`config.mk`:
```
export PLATFORM = sky130hd
export DESIGN_NAME = spart_bus_sched
export DESIGN_NICKNAME = d
export VERILOG_FILES = /design/src/rtl/spart_bus_sched.sv
export SDC_FILE = /design/constraint.sdc
export NUM_CORES = 1
export LEC_CHECK = 0
export ABC_AREA = 1
export CAP_MARGIN = 20
export CORE_AREA = 3 3 72 47
export DETAILED_ROUTE_END_ITERATION = 8
export DIE_AREA = 0 0 75 50
export PLACE_DENSITY = 0.8
export SLEW_MARGIN = 40
export SYNTH_ARGS = -nofsm -noshare
export SYNTH_HDL_FRONTEND = slang
export SYNTH_SLANG_ARGS = --single-unit
export TNS_END_PERCENT = 30
```
`constraint.sdc`:
```
create_clock -name clk -period 2.1 [get_ports clk]
set_clock_uncertainty 0.1 [all_clocks]
set_input_delay 0.63 -clock clk [delete_from_list [all_inputs] [get_ports clk]]
set_output_delay 0.63 -clock clk [all_outputs]
set_load 0.1 [all_outputs]
```
`src/rtl/spart_bus_sched.sv`:
```
// Owns the SPART 8-bit bus: loads the baud divisor after reset, then arbitrates
// RX reads (priority, burst-capped) against TX writes from the send FIFO.
module spart_bus_sched #(
    parameter logic [15:0] DIVISOR      = 16'h0145,
    parameter int          RX_BURST_MAX = 4,
    parameter int          TBR_LAT      = 2
) (
    input  logic       clk,
    input  logic       rst,
    output logic       iorw,
    output logic [1:0] ioaddr,
    output logic [7:0] db_out,
    output logic       db_oe,
    input  logic [7:0] db_in,
    input  logic       rda,
    input  logic       tbr,
    input  logic       tx_empty,
    input  logic [7:0] tx_data,
    output logic       tx_pop,
    output logic       rx_valid,
    output logic [7:0] rx_data,
    output logic       cfg_busy
);

    // state   | meaning
    // INIT_LO | next cycle drives divisor low byte
    // INIT_HI | next cycle drives divisor high byte
    // IDLE    | bus released; pick the next access
    // RX_RD   | next cycle reads the SPART data buffer
    // TX_WR   | next cycle writes the FIFO head to the SPART
    typedef enum logic [2:0] {
        INIT_LO = 3'd0,
        INIT_HI = 3'd1,
        IDLE    = 3'd2,
        RX_RD   = 3'd3,
        TX_WR   = 3'd4
    } state_t;

    localparam int BW = $clog2(RX_BURST_MAX + 1);
    localparam int HW = $clog2(TBR_LAT + 1);

    state_t        state;
    logic [BW-1:0] burst;
    logic [HW-1:0] holdoff;
    logic          rd_phase;
    logic          tx_ok;
    logic          burst_full;

    assign tx_ok      = ~tx_empty & tbr & (holdoff == '0);
    assign burst_full = (burst == BW'(RX_BURST_MAX));

    always_ff @(posedge clk or negedge rst) begin
        if (!rst) begin
            state    <= INIT_LO;
            iorw     <= 1'b1;
            ioaddr   <= 2'b01;
            db_oe    <= 1'b0;
            db_out   <= 8'h00;
            tx_pop   <= 1'b0;
            rx_valid <= 1'b0;
            rx_data  <= 8'h00;
            cfg_busy <= 1'b1;
            burst    <= '0;
            holdoff  <= '0;
            rd_phase <= 1'b0;
        end else begin
            tx_pop   <= 1'b0;
            rx_valid <= 1'b0;
            rd_phase <= 1'b0;

            // The SPART drives the bus during the read cycle; capture at its end.
            if (rd_phase) begin
                rx_data  <= db_in;
                rx_valid <= 1'b1;
            end

            if (holdoff != '0)
                holdoff <= holdoff - 1'b1;

            case (state)
                INIT_LO: begin
                    iorw   <= 1'b0;
                    ioaddr <= 2'b10;
                    db_oe  <= 1'b1;
                    db_out <= DIVISOR[7:0];
                    state  <= INIT_HI;
                end
                INIT_HI: begin
                    iorw   <= 1'b0;
                    ioaddr <= 2'b11;
                    db_oe  <= 1'b1;
                    db_out <= DIVISOR[15:8];
                    state  <= IDLE;
                end
                IDLE: begin
                    iorw     <= 1'b1;
                    ioaddr   <= 2'b01;
                    db_oe    <= 1'b0;
                    cfg_busy <= 1'b0;
                    if (rda && !(tx_ok && burst_full)) begin
                        state <= RX_RD;
                        if (tx_ok)
                            burst <= burst + 1'b1;
                    end else if (tx_ok) begin
                        state <= TX_WR;
                        burst <= '0;
                    end else if (!rda) begin
                        burst <= '0;
                    end
                end
                RX_RD: begin
                    iorw     <= 1'b1;
                    ioaddr   <= 2'b00;
                    db_oe    <= 1'b0;
                    rd_phase <= 1'b1;
                    state    <= IDLE;
                end
                TX_WR: begin
                    iorw    <= 1'b0;
                    ioaddr  <= 2'b00;
                    db_oe   <= 1'b1;
                    db_out  <= tx_data;
                    tx_pop  <= ~tx_empty;
                    holdoff <= HW'(TBR_LAT);
                    state   <= IDLE;
                end
                default: begin
                    iorw   <= 1'b1;
                    ioaddr <= 2'b01;
                    db_oe  <= 1'b0;
                    state  <= IDLE;
                end
            endcase
        end
    end

endmodule

```
# Yosys cells after proc, flatten, opt, wreduce, memory -nomap -nowiden
# Index checks and enable logic that the tools add are counted.
dict set report totals {
  regBits 32
  inputBits 21
  wordCells 52
}
dict set report op_classes {
  addsub 2
  eq_ne 8
  n_mux 16
  bitwise_logic 3
  n_reduce_logical 11
}
# op count
set ops {}
lappend ops {{one-hot mux 8 bit (3 select lines)} 1}
lappend ops {{2-to-1 mux 3 bit} 6}
lappend ops {{equality test 3 x 2 -> 1 bit (second input constant)} 2}
lappend ops {{equality test 3 bit (second input constant)} 2}
lappend ops {{one-hot mux 2 bit (3 select lines)} 1}
lappend ops {{one-hot mux 3 bit (2 select lines)} 1}
lappend ops {{2-to-1 mux 1 bit} 5}
lappend ops {{2-to-1 mux 2 bit} 2}
lappend ops {{nonzero test 2 bit} 2}
lappend ops {{adder 3 x 1 -> 3 bit (second input constant)} 1}
lappend ops {{equality test 3 x 1 -> 1 bit (second input constant)} 1}
lappend ops {{zero test 3 bit} 1}
lappend ops {{inequality test 3 bit (second input constant)} 1}
lappend ops {{AND reduction 3 bit} 1}
lappend ops {{nonzero test 3 bit} 1}
lappend ops {{OR reduction 3 bit} 1}
lappend ops {{bitwise AND 1 bit} 2}
lappend ops {{logical AND 1 bit} 2}
lappend ops {{zero test 2 bit} 1}
lappend ops {{inequality test 2 x 1 -> 1 bit (second input constant)} 1}
lappend ops {{inequality test 2 bit (second input constant)} 1}
lappend ops {{OR reduction 2 bit} 1}
lappend ops {{subtractor 2 x 1 -> 2 bit (second input constant)} 1}
lappend ops {{zero test 1 bit} 1}
lappend ops {{inverter 1 bit} 1}

# Depth between registers and ports, before layout
dict set report logic_depth {
  ltp_word 8
  ltp_mapped 7
  mapped_depth_nobuf 7
}

# Least setup slack after synthesis
# OpenSTA, ideal clock, no wires.
dict set report synth_timing {
  path_type {flip-flop to output port}
  startpoint {register db_out[0]}
  endpoint {output port db_out[0]}
  arrival_time_ns 0.898
  t_required_ns 1.370
  path_slack_ns 0.472
  stages_incl_launch_ff 1
  n_path_buf 0
  cell_sequence {dfrtp_1}
}
# element line
set synth_lines {}
lappend synth_lines {{from (decl)} 12} ;# output logic [7:0] db_out,
lappend synth_lines {{from (signal assigned)} 85} ;# db_out <= DIVISOR[7:0];
lappend synth_lines {{from (signal assigned)} 92} ;# db_out <= DIVISOR[15:8];
lappend synth_lines {{from (signal assigned)} 122} ;# db_out <= tx_data;
# No word-level cell between the ends.

# Final worst setup path
dict set report layout_timing {
  startpoint {register cfg_busy}
  endpoint {output port cfg_busy}
}
# element line
set layout_lines {}
lappend layout_lines {{from (decl)} 22} ;# output logic cfg_busy
lappend layout_lines {{from (signal assigned)} 62} ;# cfg_busy <= 1'b1;
lappend layout_lines {{from (signal assigned)} 99} ;# cfg_busy <= 1'b0;
# No word-level cell between the ends.

==> run_results.csv <==
group,metric,value,unit
timing,post-route-min-period,1.74,ns
synth,syn_area,1290,um^2
place,post-dp-hpwl,2250,um
timing,slew_violations,0,
global_routing,antenna_found_initial,0,
floorplan,row_count,15,
cts,post_cts_buffers,0,
synth,synth_nets,146,
hold_path,holdPathEnd,"cfg_busy",
synth,synth_seq_cells,32,
layout,syn_to_final_growth,62.7,%
global_routing,grt_max_degree,33,
worst_setup_path,worstReg2RegEnd,"burst[2]",
place,routabilityCongestion,0.859,
route,via_count,1022,
cts,clkTransAtPathRegs,0.06,ns
flow_run,cap_violations,0,
cts,cts_max_level,2,
global_routing,grt_use_total,18.1,%
worst_setup_path,path_max_fanout,2,
cts,cts_tree,"yes",
timing,fin_setup_tns,0,ns
worst_setup_path,end_kind,"primary output",
synth,synthCells,122,
synth,ys_warn_count,0,
cts,ctsRootBufferMaster,"clkbuf_8",
worst_setup_path,reg2reg_depth,7,
worst_setup_path,critPathTopFamily,"flip-flops",
floorplan,die_x,75,um
floorplan,die_h,50,um
timing,relSlewSlack,74.0,%
timing,fmaxAchievable,576,MHz
worst_setup_path,ff2ff_setup_slack,0.64,ns
floorplan,dieArea,3750,um^2
cts,holdBufCountCts,0,
synth,yosysTopAreaCellShare,56.3,%
cts,cts_buffer_depth,2,
layout,diodes,0,
layout,final_nets,195,
worst_setup_path,path_cells,"buf_12",
worst_setup_path,slowest_stage,"dfstp_2",
global_routing,grt_overflow,0,
place,port_buffers,43,
route,viasPerCell,4.96,
worst_setup_path,r2r-start,"holdoff[0]",
global_routing,grt_pass1_vias,1103,
route,first_pass_iters,4,
timing,rsz0062_at_grt,"false",
layout,layout-drive-gt1-share,29.1,%
cts,clock_latency,0.28,ns
timing,worst_slew_pin_slew,0.389,ns
hold_path,hold_path_class,"reg2reg",
worst_setup_path,cp-start-kind,"flip-flop",
global_routing,grt_pass1_wl,4970,um
floorplan,core,2800,um^2
outcome,status,"complete, no violations",
cts,cts_buffers,5,
route,drt_iter0_drc,32,
synth,synth.avg_cell_area,10.6,um^2
worst_setup_path,max_stage_delay,0.55,ns
worst_setup_path,crit_buf_inv,1,
cts,cts.sinks,32,
layout,final_common_cell,"nand2_1",
synth,ys_types,17,
hold_path,whs_path_depth,2,
synth,synth.area.top_cells,"dfrtp_1, nand2_1, mux2_2, dfstp_2, nand3_1",
layout,final_cell_mix,"nand2_1, dfrtp_1, buf_12",
timing,finalCritPeriodShare,82.6,%
floorplan,ios,44,
synth,synth.yosys.seq_area_share,62.4,%
route,drt.antenna.violating_nets,0,
worst_setup_path,critPathKind,"reg2out",
cts,cts_resized,0,
route,drc,0,
worst_setup_path,required,1.37,ns
route,wl_per_cell,14.2,um
hold_path,min_from,"cfg_busy",
synth,synth_top_area_cell,"dfrtp_1",
worst_setup_path,worstPathArrival,1.01,ns
floorplan,start_util,46.1,%
timing,hold_viol,0,
timing,setup_viol,0,
route,drt-total-wl,2930,um
==> Yosys cell counts <==
cell type and n:
nand2_1 34, dfrtp_1 29, nand3_1 10, inv_1 9, mux2_2 8, nor2_1 8
dfstp_2 3, ha_1 3, inv_2 3, nand4_1 3, o21ai_0 3, buf_2 2
nand2_2 2, nor2_4 2, a211oi_1 1, a21oi_2 1, o22a_1 1
==> flip-flops by register name, indices dropped and copies added, names as in the netlist, 2 cells and up <==
signal / cells
ioaddr: 2
holdoff: 2
state: 3
rx_data: 8
db_out: 8
burst: 3
==> per-stage QoR <==
step | setup WS [ns] | utilization [%] | hold slack [ns] | instance area (um^2) | instances
final | 0.365 | 75.0 | 0.375 | 2100 | 206
after global routing | 0.329 | 75.0 | 0.410 | 2100 | 206
after CTS | 0.349 | 75.0 | 0.381 | 2100 | 206
after detailed placement | 0.175 | 71.1 | 0.369 | 1990 | 198
after global placement | 0.319 | 71.1 | 0.363 | 1990 | 198
after floorplan | 0.472 | - | 0.234 | 1290 | 122
==> area by class of cell <==
cell class	count	area [um^2]
inverter	12	45.0
multi-input combinational	76	429
sequential	32	805
fill	185	699
timing repair buffer	44	668
clock inverter	2	35.0
tap	34	42.5
clock buffer	6	72.6
==> logic make-up (layout without fill, tap and decap cells) <==
| kind of cell | count (synthesis) | after routing | share of synthesized area, % |
|---|---|---|---|
| buf+inv | 14 | 64 | 4.27 |
| flops | 32 | 32 | 62.4 |
| simple gates | 59 | 59 | 20.3 |
| mux | 8 | 8 | 6.99 |
| compound gates | 6 | 6 | 3.11 |
| fa+ha+maj | 3 | 3 | 2.91 |
==> metal layers <==
metal	wire, um	up-vias	global-route usage, %	share of wire, %
met5	0	-	0	0
met4	25	0	6.51	0.85
met3	307	4	11.0	10
met2	1400	41	28.5	48
met1	1190	487	19.9	41
li1	-	490	-	-
==> how the worst max path moves through the flow <==
stage / depth (start not counted) / startpoint / slack (ns) / end
2_1_floorplan: 0 / db_out[0] / 0.47 / db_out[0]
3_3_place_gp: 7 / tx_empty / 0.32 / burst[0]
3_5_place_dp: 7 / tx_empty / 0.17 / burst[2]
4_1_cts: 1 / cfg_busy / 0.35 / cfg_busy
5_1_grt: 1 / cfg_busy / 0.33 / cfg_busy
6_report: 1 / cfg_busy / 0.36 / cfg_busy
Power is not shown: default switching activity piles up to over one toggle a cycle in this logic, so the estimate is an artifact.
